**config.mk**
```make
export PLATFORM = sky130hd
export DESIGN_NAME = pipelined_shifter
export DESIGN_NICKNAME = d
export VERILOG_FILES = /design/src/rtl/shifter_pkg.sv /design/src/rtl/mux2.sv /design/src/rtl/shift_stage.sv /design/src/rtl/pipelined_shifter.sv
export SDC_FILE = /design/constraint.sdc
export NUM_CORES = 1
export LEC_CHECK = 0
export CORE_MARGIN = 3
export CORE_UTILIZATION = 45
export DETAILED_ROUTE_END_ITERATION = 16
export GPL_TIMING_DRIVEN = 0
export HOLD_SLACK_MARGIN = 0.12
export PLACE_DENSITY = 0.73
export SKIP_CTS_REPAIR_TIMING = 1
export SLEW_MARGIN = 30
export SYNTH_ARGS = -nofsm -noshare
export SYNTH_HDL_FRONTEND = slang
export SYNTH_SLANG_ARGS = --single-unit
```
**constraint.sdc**
```tcl
create_clock -name clk -period 1.3 [get_ports clk]
set_input_delay 0.26 -clock clk [delete_from_list [all_inputs] [get_ports clk]]
set_output_delay 0.26 -clock clk [all_outputs]
set_load 0.01 [all_outputs]
```
**src/rtl/shifter_pkg.sv**
```systemverilog
// Shared types and helpers for the pipelined barrel shifter.
package shifter_pkg;

    typedef enum logic [1:0] {
        SHIFT_SLL = 2'd0,
        SHIFT_SRL = 2'd1,
        SHIFT_SRA = 2'd2,
        SHIFT_ROR = 2'd3
    } shift_op_t;

    function automatic int unsigned shift_layers(int unsigned n);
        return unsigned'($clog2(n));
    endfunction

endpackage

```
**src/rtl/mux2.sv**
```systemverilog
// Single-bit 2:1 multiplexer cell.
module mux2 (
    input  logic sel_i,
    input  logic a_i,
    input  logic b_i,
    output logic y_o
);

    assign y_o = sel_i ? b_i : a_i;

endmodule

```
**src/rtl/shift_stage.sv**
```systemverilog
// One shifter layer (shift by 2^K when shamt[K] is set) followed by an elastic register stage.
module shift_stage
    import shifter_pkg::*;
#(
    parameter int unsigned N = 32,
    parameter int unsigned K = 0,
    localparam int unsigned L = shift_layers(N)
) (
    input  logic         clk_i,
    input  logic         rst_ni,
    input  logic         valid_i,
    output logic         ready_o,
    input  logic [N-1:0] data_i,
    input  logic [L-1:0] shamt_i,
    input  shift_op_t    op_i,
    output logic         valid_o,
    input  logic         ready_i,
    output logic [N-1:0] data_o,
    output logic [L-1:0] shamt_o,
    output shift_op_t    op_o
);

    localparam int unsigned D = 1 << K;

    logic [N-1:0] layer;
    logic         valid_q;
    logic [N-1:0] data_q;
    logic [L-1:0] shamt_q;
    shift_op_t    op_q;
    logic         load;

    for (genvar i = 0; i < N; i++) begin : g_bit
        logic left_bit;
        logic right_bit;
        logic shifted_bit;

        if (i >= D) begin : g_left
            assign left_bit = data_i[i-D];
        end else begin : g_left_zero
            assign left_bit = 1'b0;
        end

        if (i + D < N) begin : g_right
            assign right_bit = data_i[i+D];
        end else begin : g_right_fill
            // Top bits of a right shift: sign, wrapped bottom bits, or zero.
            always_comb begin
                case (op_i)
                    SHIFT_SRA: right_bit = data_i[N-1];
                    SHIFT_ROR: right_bit = data_i[i+D-N];
                    default:   right_bit = 1'b0;
                endcase
            end
        end

        assign shifted_bit = (op_i == SHIFT_SLL) ? left_bit : right_bit;

        mux2 u_mux (
            .sel_i (shamt_i[K]),
            .a_i   (data_i[i]),
            .b_i   (shifted_bit),
            .y_o   (layer[i])
        );
    end

    assign ready_o = !valid_q || ready_i;
    assign load    = ready_o && valid_i;

    always_ff @(posedge clk_i or negedge rst_ni) begin
        if (!rst_ni) begin
            valid_q <= 1'b0;
        end else if (ready_o) begin
            valid_q <= valid_i;
        end
    end

    // Payload only moves on a real transfer so a stalled item stays put.
    always_ff @(posedge clk_i or negedge rst_ni) begin
        if (!rst_ni) begin
            data_q  <= '0;
            shamt_q <= '0;
            op_q    <= SHIFT_SLL;
        end else if (load) begin
            data_q  <= layer;
            shamt_q <= shamt_i;
            op_q    <= op_i;
        end
    end

    assign valid_o = valid_q;
    assign data_o  = data_q;
    assign shamt_o = shamt_q;
    assign op_o    = op_q;

endmodule

```
**src/rtl/pipelined_shifter.sv**
```systemverilog
// Pipelined N-bit barrel shifter: log2(N) shift layers, each registered, with valid/ready flow control.
module pipelined_shifter
    import shifter_pkg::*;
#(
    parameter int unsigned N = 32,
    localparam int unsigned L = shift_layers(N)
) (
    input  logic         clk,
    input  logic         rst_n,
    input  logic         in_valid,
    output logic         in_ready,
    input  logic [N-1:0] in_data,
    input  logic [L-1:0] in_shamt,
    input  shift_op_t    in_op,
    output logic         out_valid,
    input  logic         out_ready,
    output logic [N-1:0] out_data
);

    // Index 0 is the input side; index k+1 is the output of stage k.
    logic [L:0]   valid;
    logic [L:0]   ready;
    logic [N-1:0] data  [L+1];
    logic [L-1:0] shamt [L+1];
    shift_op_t    op    [L+1];
    logic         unused_tail;

    assign valid[0] = in_valid;
    assign data[0]  = in_data;
    assign shamt[0] = in_shamt;
    assign op[0]    = in_op;
    assign ready[L] = out_ready;

    for (genvar k = 0; k < L; k++) begin : g_stage
        shift_stage #(
            .N (N),
            .K (k)
        ) u_stage (
            .clk_i   (clk),
            .rst_ni  (rst_n),
            .valid_i (valid[k]),
            .ready_o (ready[k]),
            .data_i  (data[k]),
            .shamt_i (shamt[k]),
            .op_i    (op[k]),
            .valid_o (valid[k+1]),
            .ready_i (ready[k+1]),
            .data_o  (data[k+1]),
            .shamt_o (shamt[k+1]),
            .op_o    (op[k+1])
        );
    end

    assign in_ready    = ready[0];
    assign out_valid   = valid[L];
    assign out_data    = data[L];
    assign unused_tail = ^{shamt[L], op[L]};

endmodule

```
### Yosys cells after proc, flatten, opt, wreduce, memory -nomap -nowiden

Cells that the tools add are included.

* equal/unequal tests: 10
* multiplexer cells: 351
* reduce and logical (&&, ||, !) cells: 20

Operator list (count)
* $mux W1: 320
* $pmux W1 S2: 31
* $eq A2 B2 Y1 const B: 10
* $logic_not A2 Y1: 5
* $logic_and A1 B1 Y1: 5
* $logic_not A1 Y1: 5
* $logic_or A1 B1 Y1: 5

* register bits: 193
* input bits: 43
* output and inout bits: 34

### Depth between registers and ports, before layout

Gate-level depths: netlist of the first run.

* depth in word-level cells: 7
* depth in mapped cells: 7
* depth with buffers taken out: 4

### Modules after synthesis

From an unflattened synthesis of the first run, not the netlist that was laid out.

* cell total of the unflattened synthesis: 844
* area, all modules: 12151.7 um^2

Modules (own cells, without submodules)
* mux2: times used 160, cells an instance 1, area each 15.0 um^2
* shift_stage (g_stage[4].u_stage): times used 1, cells an instance 161, area each 1975.6 um^2
* shift_stage (g_stage[3].u_stage): times used 1, cells an instance 142, area each 1956.9 um^2
* shift_stage (g_stage[2].u_stage): times used 1, cells an instance 131, area each 1948.1 um^2
* shift_stage (g_stage[1].u_stage): times used 1, cells an instance 127, area each 1935.6 um^2
* shift_stage (g_stage[0].u_stage): times used 1, cells an instance 123, area each 1933.1 um^2

### Worst setup path after synthesis of the first run

OpenSTA, ideal clock, no wires.

* kind: flip-flop to flip-flop
* start point: register g_stage[4].u_stage.valid_q
* end point: register g_stage[0].u_stage.data_q[1]
* setup time: 125 ps
* arrival: 1311 ps
* data required time: 1175 ps
* slack: -135 ps
* stages on the path, launching flop included: 5
* buffers on the path: 1
* period minus slack after synthesis: 1435 ps
* path through: dfrtp_1 -> nand3b_4 -> o21ai_2 -> buf_4 -> mux2_2

* longest elaborated chain between the ends: 7

RTL lines
* start: declaration: line shift_stage.sv:26 `logic valid_q;`
* start signal: assignment: line shift_stage.sv:73 `valid_q <= valid_i;`
* $logic_not A1 Y1: line shift_stage.sv:66 `assign ready_o = !valid_q || ready_i;`
* $logic_or A1 B1 Y1 (5 in a row): line shift_stage.sv:66
* $logic_and A1 B1 Y1: line shift_stage.sv:67 `assign load = ready_o && valid_i;`
* end signal: assignment: line shift_stage.sv:84 `data_q <= layer;`
* end: declaration: line shift_stage.sv:27 `logic [N-1:0] data_q;`

Every way passes these cells.
A chain may end at the register's enable or synchronous reset.

### Worst setup path after layout of the first run

* start point: register g_stage[3].u_stage.valid_q
* end point: output port in_ready

* longest elaborated chain between the ends: 5

RTL lines
* start: declaration: line shift_stage.sv:26
* start signal: assignment: line shift_stage.sv:73
* $logic_not A1 Y1: line shift_stage.sv:66
* $logic_or A1 B1 Y1 (4 in a row): line shift_stage.sv:66
* end: declaration: line pipelined_shifter.sv:11 `output logic in_ready,`

Every way passes these cells.

==> impl_metrics.json, run 1 <==
{
  "cellPowerDensity_mw_per_mm2": 2060,
  "p_leak_nw": 6.27,
  "synth_xor_area_share_pct": 0.0904,
  "max_stage_delay_ns": 0.42,
  "dp_hpwl_um": 21100,
  "grt.total_usage_pct": 23.4,
  "initial_core_util_pct": 45.9,
  "viasPerCell": 5.70,
  "wl_met2_um": 16000,
  "totalWireLength_um": 30600,
  "antenna_cells": 0,
  "post-route-period-util_pct": 124,
  "clk_latency_ns": 0.44,
  "grt_pass1_vias": 8666,
  "synth_nets": 1248,
  "whs_endpoint": "g_stage[0].u_stage.op_o[0]",
  "worstRegToRegCells": 6,
  "hp-start": "in_op[0]",
  "firstDrtPassIters": 7,
  "layout_setup_ws_ns": -0.311,
  "violations": "negative setup slack",
  "slowest_stage": "dfrtp_1",
  "numCtsBuffers": 17,
  "cp.arrival_ns": 1.35,
  "portBuffers": 75,
  "top_layer": "met4",
  "yosysWarningCount": 0,
  "avgRoutedWirePerCell_um": 18.5,
  "regToRegSetupSlack_ns": -0.30,
  "mostFrequentLayoutCells": "nand2_1 (332), dfrtp_1 (177), o21ai_1 (124), nor2_1 (92), a31o_2 (55)",
  "path_max_fanout": 5,
  "nets": 1407,
  "synthToLayoutAreaGrowth_pct": 38.9,
  "ios": 77,
  "status": "finished, violations left",
  "finalSetupTns_ns": -29.63,
  "finalCriticalPeriod_ns": 1.61,
  "cts.path.max_buffers": 2,
  "finClkSkew_ns": 0.0142,
  "setup_viol": 171,
  "die_area_mm2": 0.0233,
  "clkTransAtPathRegs_ns": 0.07,
  "hold_path.class": "primary input to register",
  "drt-met1-wl_um": 11700,
  "cap_violations": 0,
  "antenna_found_initial": 0,
  "grt_overflow": 0,
  "synth_edf_count": 0,
  "hold_viol": 0,
  "cts_sinks": 183,
  "crit_chain": "nand3b_4 -> or2_4 -> buf_6",
  "vias": 9409,
  "tritoncts": "done",
  "crit_family": "flip-flops",
  "critPathBufInv": 1,
  "n_fill_cell": 1776,
  "ys_seq_area_share_pct": 47.3,
  "synth-compound-area-share_pct": 20.9,
  "timing.rr.start": "g_stage[3].u_stage.valid_o",
  "core_mm2": 0.0211,
  "regArea_mm2": 0.00459,
  "ys_types": 43,
  "place_congestion": 0.999,
  "maxClockFrequency_ghz": 0.621,
  "fp.dieH_um": 153,
  "clockRootBuffer": "clkbuf_16",
  "synthMuxAreaShare_pct": 1.96,
  "drc_errors": 0,
  "grt_max_degree": 84,
  "final_util_pct": 63.8,
  "core.rowCount": 53,
  "hold_depth": 2,
  "netlist_area_mm2": 0.00968,
  "grt_pass1_wl_um": 44400,
  "ys_ff_latch": 183,
  "fp.dieW_um": 153,
  "synthAdderAreaFrac_pct": 0,
  "synth_top_family_by_area": "simple AND/OR/NAND/NOR gates",
  "slew_viol_final": 0,
  "syn_area_per_cell_um2": 8.04,
  "slew-limit-headroom_pct": 52.8,
  "ant_nets": 0,
  "ir_worst_vdd_v": 0.00116,
  "drt_iter0_markers": 626,
  "htreeDepth": 4,
  "met3_length_um": 1350,
  "rsz0062_at_grt": "yes",
  "synth_top_flop_cell": "dfrtp_1",
  "startpoint_type": "register",
  "required_ns": 1.04,
  "synth_cells": 1205,
  "crit_type": "register to output port",
  "final_common_cell": "nand2_1",
  "multiInputGateArea_mm2": 0.00541,
  "synthSimpleGateAreaFrac_pct": 24.7,
  "r2r_end": "g_stage[0].u_stage.shamt_o[1]",
  "end_kind": "output port",
  "drive_gt1_share_pct": 29.3,
  "tightest_slew_ns": 0.708,
  "async_flop_share_pct": 100
}
cell usage after synthesis (12+ instances only):
library cell | instances | area [µm²]
nor2b_1 | 12 | 75.1
a31oi_1 | 14 | 87.6
and3_1 | 53 | 332
clkbuf_1 | 44 | 165
a221oi_1 | 18 | 158
o21ai_0 | 185 | 926
a21oi_1 | 26 | 130
buf_2 | 32 | 160
nor2_1 | 95 | 357
nand2_1 | 369 | 1390
dfrtp_1 | 183 | 4580
o21ai_1 | 35 | 175
mux2_2 | 16 | 180
a31o_2 | 55 | 482
buf_4 | 15 | 113
cell type report:
class                   instances  area share, %
multi-input cells             921           40.2
flip-flops and latches        183           34.1
repair buffers                140           12.2
plain buffers                  93           6.00
clock buffers                  22           3.60
well taps                     275           2.56
clock inverters                10           1.05
inverters                       7          0.223
repair inverters                1         0.0558
kinds of logic after synthesis:
kind of cell | count (synthesis)
DFF | 183
xor gates and xnor gates | 1
and+or+nand+nor | 562
muxes | 17
AOI/OAI and AO/OA | 341
buffers and inverters | 101
report_power, final:
group | leakage [nW] | switching, mW | internal, mW
clock network | 0.303 | 2.25 | 3.24
registers | 2.22 | 2.73 | 7.79
logic | 3.75 | 6.05 | 5.63
how the worst max path moves through the flow:
stage,to,cells past startpoint,start
after CTS,in_ready,3,g_stage[3].u_stage.valid_o
after global placement,g_stage[2].u_stage.valid_o,1,rst_n
after floorplan,g_stage[1].u_stage.data_o[2],6,g_stage[0].u_stage.op_o[1]
after detailed placement,in_ready,4,out_ready
final,in_ready,3,g_stage[3].u_stage.valid_o
after global routing,in_ready,3,g_stage[3].u_stage.valid_o
flip-flops by register name, summed over array words and instances, names as in the netlist:
register and cells:
g_stage.u_stage.op_o 8, g_stage.u_stage.data_o 160, g_stage.u_stage.shamt_o 10, g_stage.u_stage.valid_o 5
layer usage:
metal  up-vias  GRT usage [%]
met4         0           12.0
met5         -              0
met2       379           42.0
met3       113           3.52
li1       4435              -
met1      4482           27.1
per-stage QoR:
step	cells	total power, mW	instance area, µm²	hold WS [ns]	setup WS, ns
after floorplan	1205	14.9	9810	-0.0356	-0.0765
after global placement	1555	18.5	10900	0.452	-8.05
after detailed placement	1557	18.7	11000	0.187	-0.725
after CTS	1589	24.2	11600	-0.277	-0.843
after global routing	1652	29.2	13400	0.259	-0.364
final	1652	27.7	13400	0.256	-0.311
Power figures use the tool's default switching activity.
==> run 2: changes to the inputs <==
--- a/config.mk
+++ b/config.mk
@@ -5,6 +5,7 @@
 export SDC_FILE = /design/constraint.sdc
 export NUM_CORES = 1
 export LEC_CHECK = 0
+export CORE_ASPECT_RATIO = 2
 export CORE_MARGIN = 3
 export CORE_UTILIZATION = 45
 export DETAILED_ROUTE_END_ITERATION = 16
==> impl_metrics.json, run 2 (synthesis gave the netlist of run 1 again) <==
{
  "core.rowCount": 75,
  "place_inst": 1551,
  "grt_pass1_vias": 9184,
  "hold_ws_ns": 0.286,
  "required_ns": 1.04,
  "core_mm2": 0.0211,
  "tightest_slew_ns": 0.658,
  "path_max_fanout": 5,
  "p_seq_share_pct": 38.2,
  "place_congestion": 1.03,
  "viasPerCell": 5.72,
  "end_kind": "output port",
  "p_sw_mw": 11.4,
  "maxClockFrequency_ghz": 0.607,
  "clockRootBuffer": "clkbuf_16",
  "p_total_mw": 27.8,
  "avgRoutedWirePerCell_um": 21.3,
  "initial_core_util_pct": 45.9,
  "final_common_cell": "nand2_1",
  "drc_errors": 0,
  "finalCriticalPeriod_ns": 1.65,
  "firstDrtPassIters": 5,
  "finClkSkew_ns": 0.0105,
  "ant_nets": 0,
  "place_area_mm2": 0.0110,
  "synthToLayoutAreaGrowth_pct": 38.0,
  "regToRegSetupSlack_ns": -0.32,
  "final_util_pct": 63.3,
  "grt_overflow": 0,
  "hold_path.class": "primary input to asynchronous set/reset pin",
  "vias": 9436,
  "mostFrequentLayoutCells": "nand2_1 (325), dfrtp_1 (177), o21ai_1 (106), nor2_1 (92), o21ai_0 (76)",
  "busiest_layer": "met2",
  "cts_sinks": 183,
  "status": "finished, violations left",
  "met1_usage_pct": 21.9,
  "crit_type": "register to output port",
  "cp.arrival_ns": 1.39,
  "dp_hpwl_um": 25600,
  "grt.total_usage_pct": 28.3,
  "grtUsageMet3_pct": 5.00,
  "antenna_cells": 0,
  "grt_max_degree": 73,
  "layout.cells.non_filler": 1651,
  "grt_use_met2_pct": 55.5,
  "drive_gt1_share_pct": 29.6,
  "finalSetupTns_ns": -27.07,
  "combPwrFrac_pct": 42.7,
  "grt_pass1_wl_um": 49200,
  "drt_iter0_markers": 549,
  "p_leak_nw": 6.20,
  "die_area_mm2": 0.0234,
  "setup_viol": 166,
  "post-route-period-util_pct": 127,
  "fp.dieH_um": 213,
  "dpl_worst_slack_ns": -0.802,
  "nets": 1412,
  "numCtsBuffers": 17,
  "fp.dieW_um": 110,
  "slew_viol_final": 0,
  "antenna_found_initial": 0,
  "largest_reg_flops": 160,
  "ir_worst_vdd_v": 0.00142,
  "clkTransAtPathRegs_ns": 0.06,
  "startpoint_type": "register",
  "pwr-share-clk_pct": 19.1,
  "clk_latency_ns": 0.45,
  "totalWireLength_um": 35200,
  "cts.path.max_buffers": 2,
  "cellPowerDensity_mw_per_mm2": 2080,
  "htreeDepth": 4,
  "cap_violations": 0,
  "internal-power_mw": 16.5,
  "switching_share_pct": 40.8,
  "violations": "negative setup slack",
  "ios": 77,
  "rsz0062_at_grt": "yes",
  "layout_setup_ws_ns": -0.348,
  "hold_viol": 0,
  "tritoncts": "done",
  "portBuffers": 75,
  "final_cell_area_mm2": 0.0134,
  "slew-limit-headroom_pct": 56.1
}
run 2: cell count changes in the layout (fill, tap and decap cells not counted), moves of 8 or more:
cell,before,now
o21ai_0,44,76
nand2_2,23,35
clkbuf_2,12,20
buf_6,42,54
o21ai_1,124,106
o21ai_2,51,36
run 2: path summary, 6_finish.rpt:
path / from / end / cells past startpoint
max reg2reg: g_stage[2].u_stage.valid_o / g_stage[1].u_stage.op_o[0] / 6
max: g_stage[3].u_stage.valid_o / in_ready / 3
max in group asynchronous: rst_n / g_stage[2].u_stage.valid_o / 3
min in group clk: in_op[0] / g_stage[0].u_stage.op_o[0] / 2
min: rst_n / g_stage[4].u_stage.data_o[8] / 2
min reg2reg: g_stage[4].u_stage.data_o[16] / g_stage[4].u_stage.data_o[16] / 2
run 2: layout make-up:
cell class | instances | area (µm²)
sequential | 183 | 4590
timing repair inverter | 1 | 7.51
inverter | 7 | 32.5
fill | 1792 | 7750
clock buffer | 21 | 480
tap | 269 | 337
multi-input combinational | 922 | 5320
buffer | 93 | 813
clock inverter | 11 | 121
timing repair buffer | 144 | 1670
run 2: worst max-delay path, stage by stage, from the launching register on:
cell,delay (ns)
dfrtp_1,0.42
nand3b_4,0.14
or2_4,0.26
buf_6,0.12
run 2: per-layer routing:
layer  wire length (µm)  vias to the layer above
li1                   -                     4449
met1              10300                     4481
met2              20000                      337
met3               1040                      169
met4               3880                        0
met5                  0                        -
run 2: power by group through the flow:
stage,clock (mW),combinational (mW),sequential [mW]
after global placement,0,8.77,10.2
after global routing,5.61,12.9,10.8
final,5.32,11.9,10.7
after detailed placement,0,8.93,10.2
after floorplan,0,5.53,9.38
after CTS,5.33,8.95,10.1
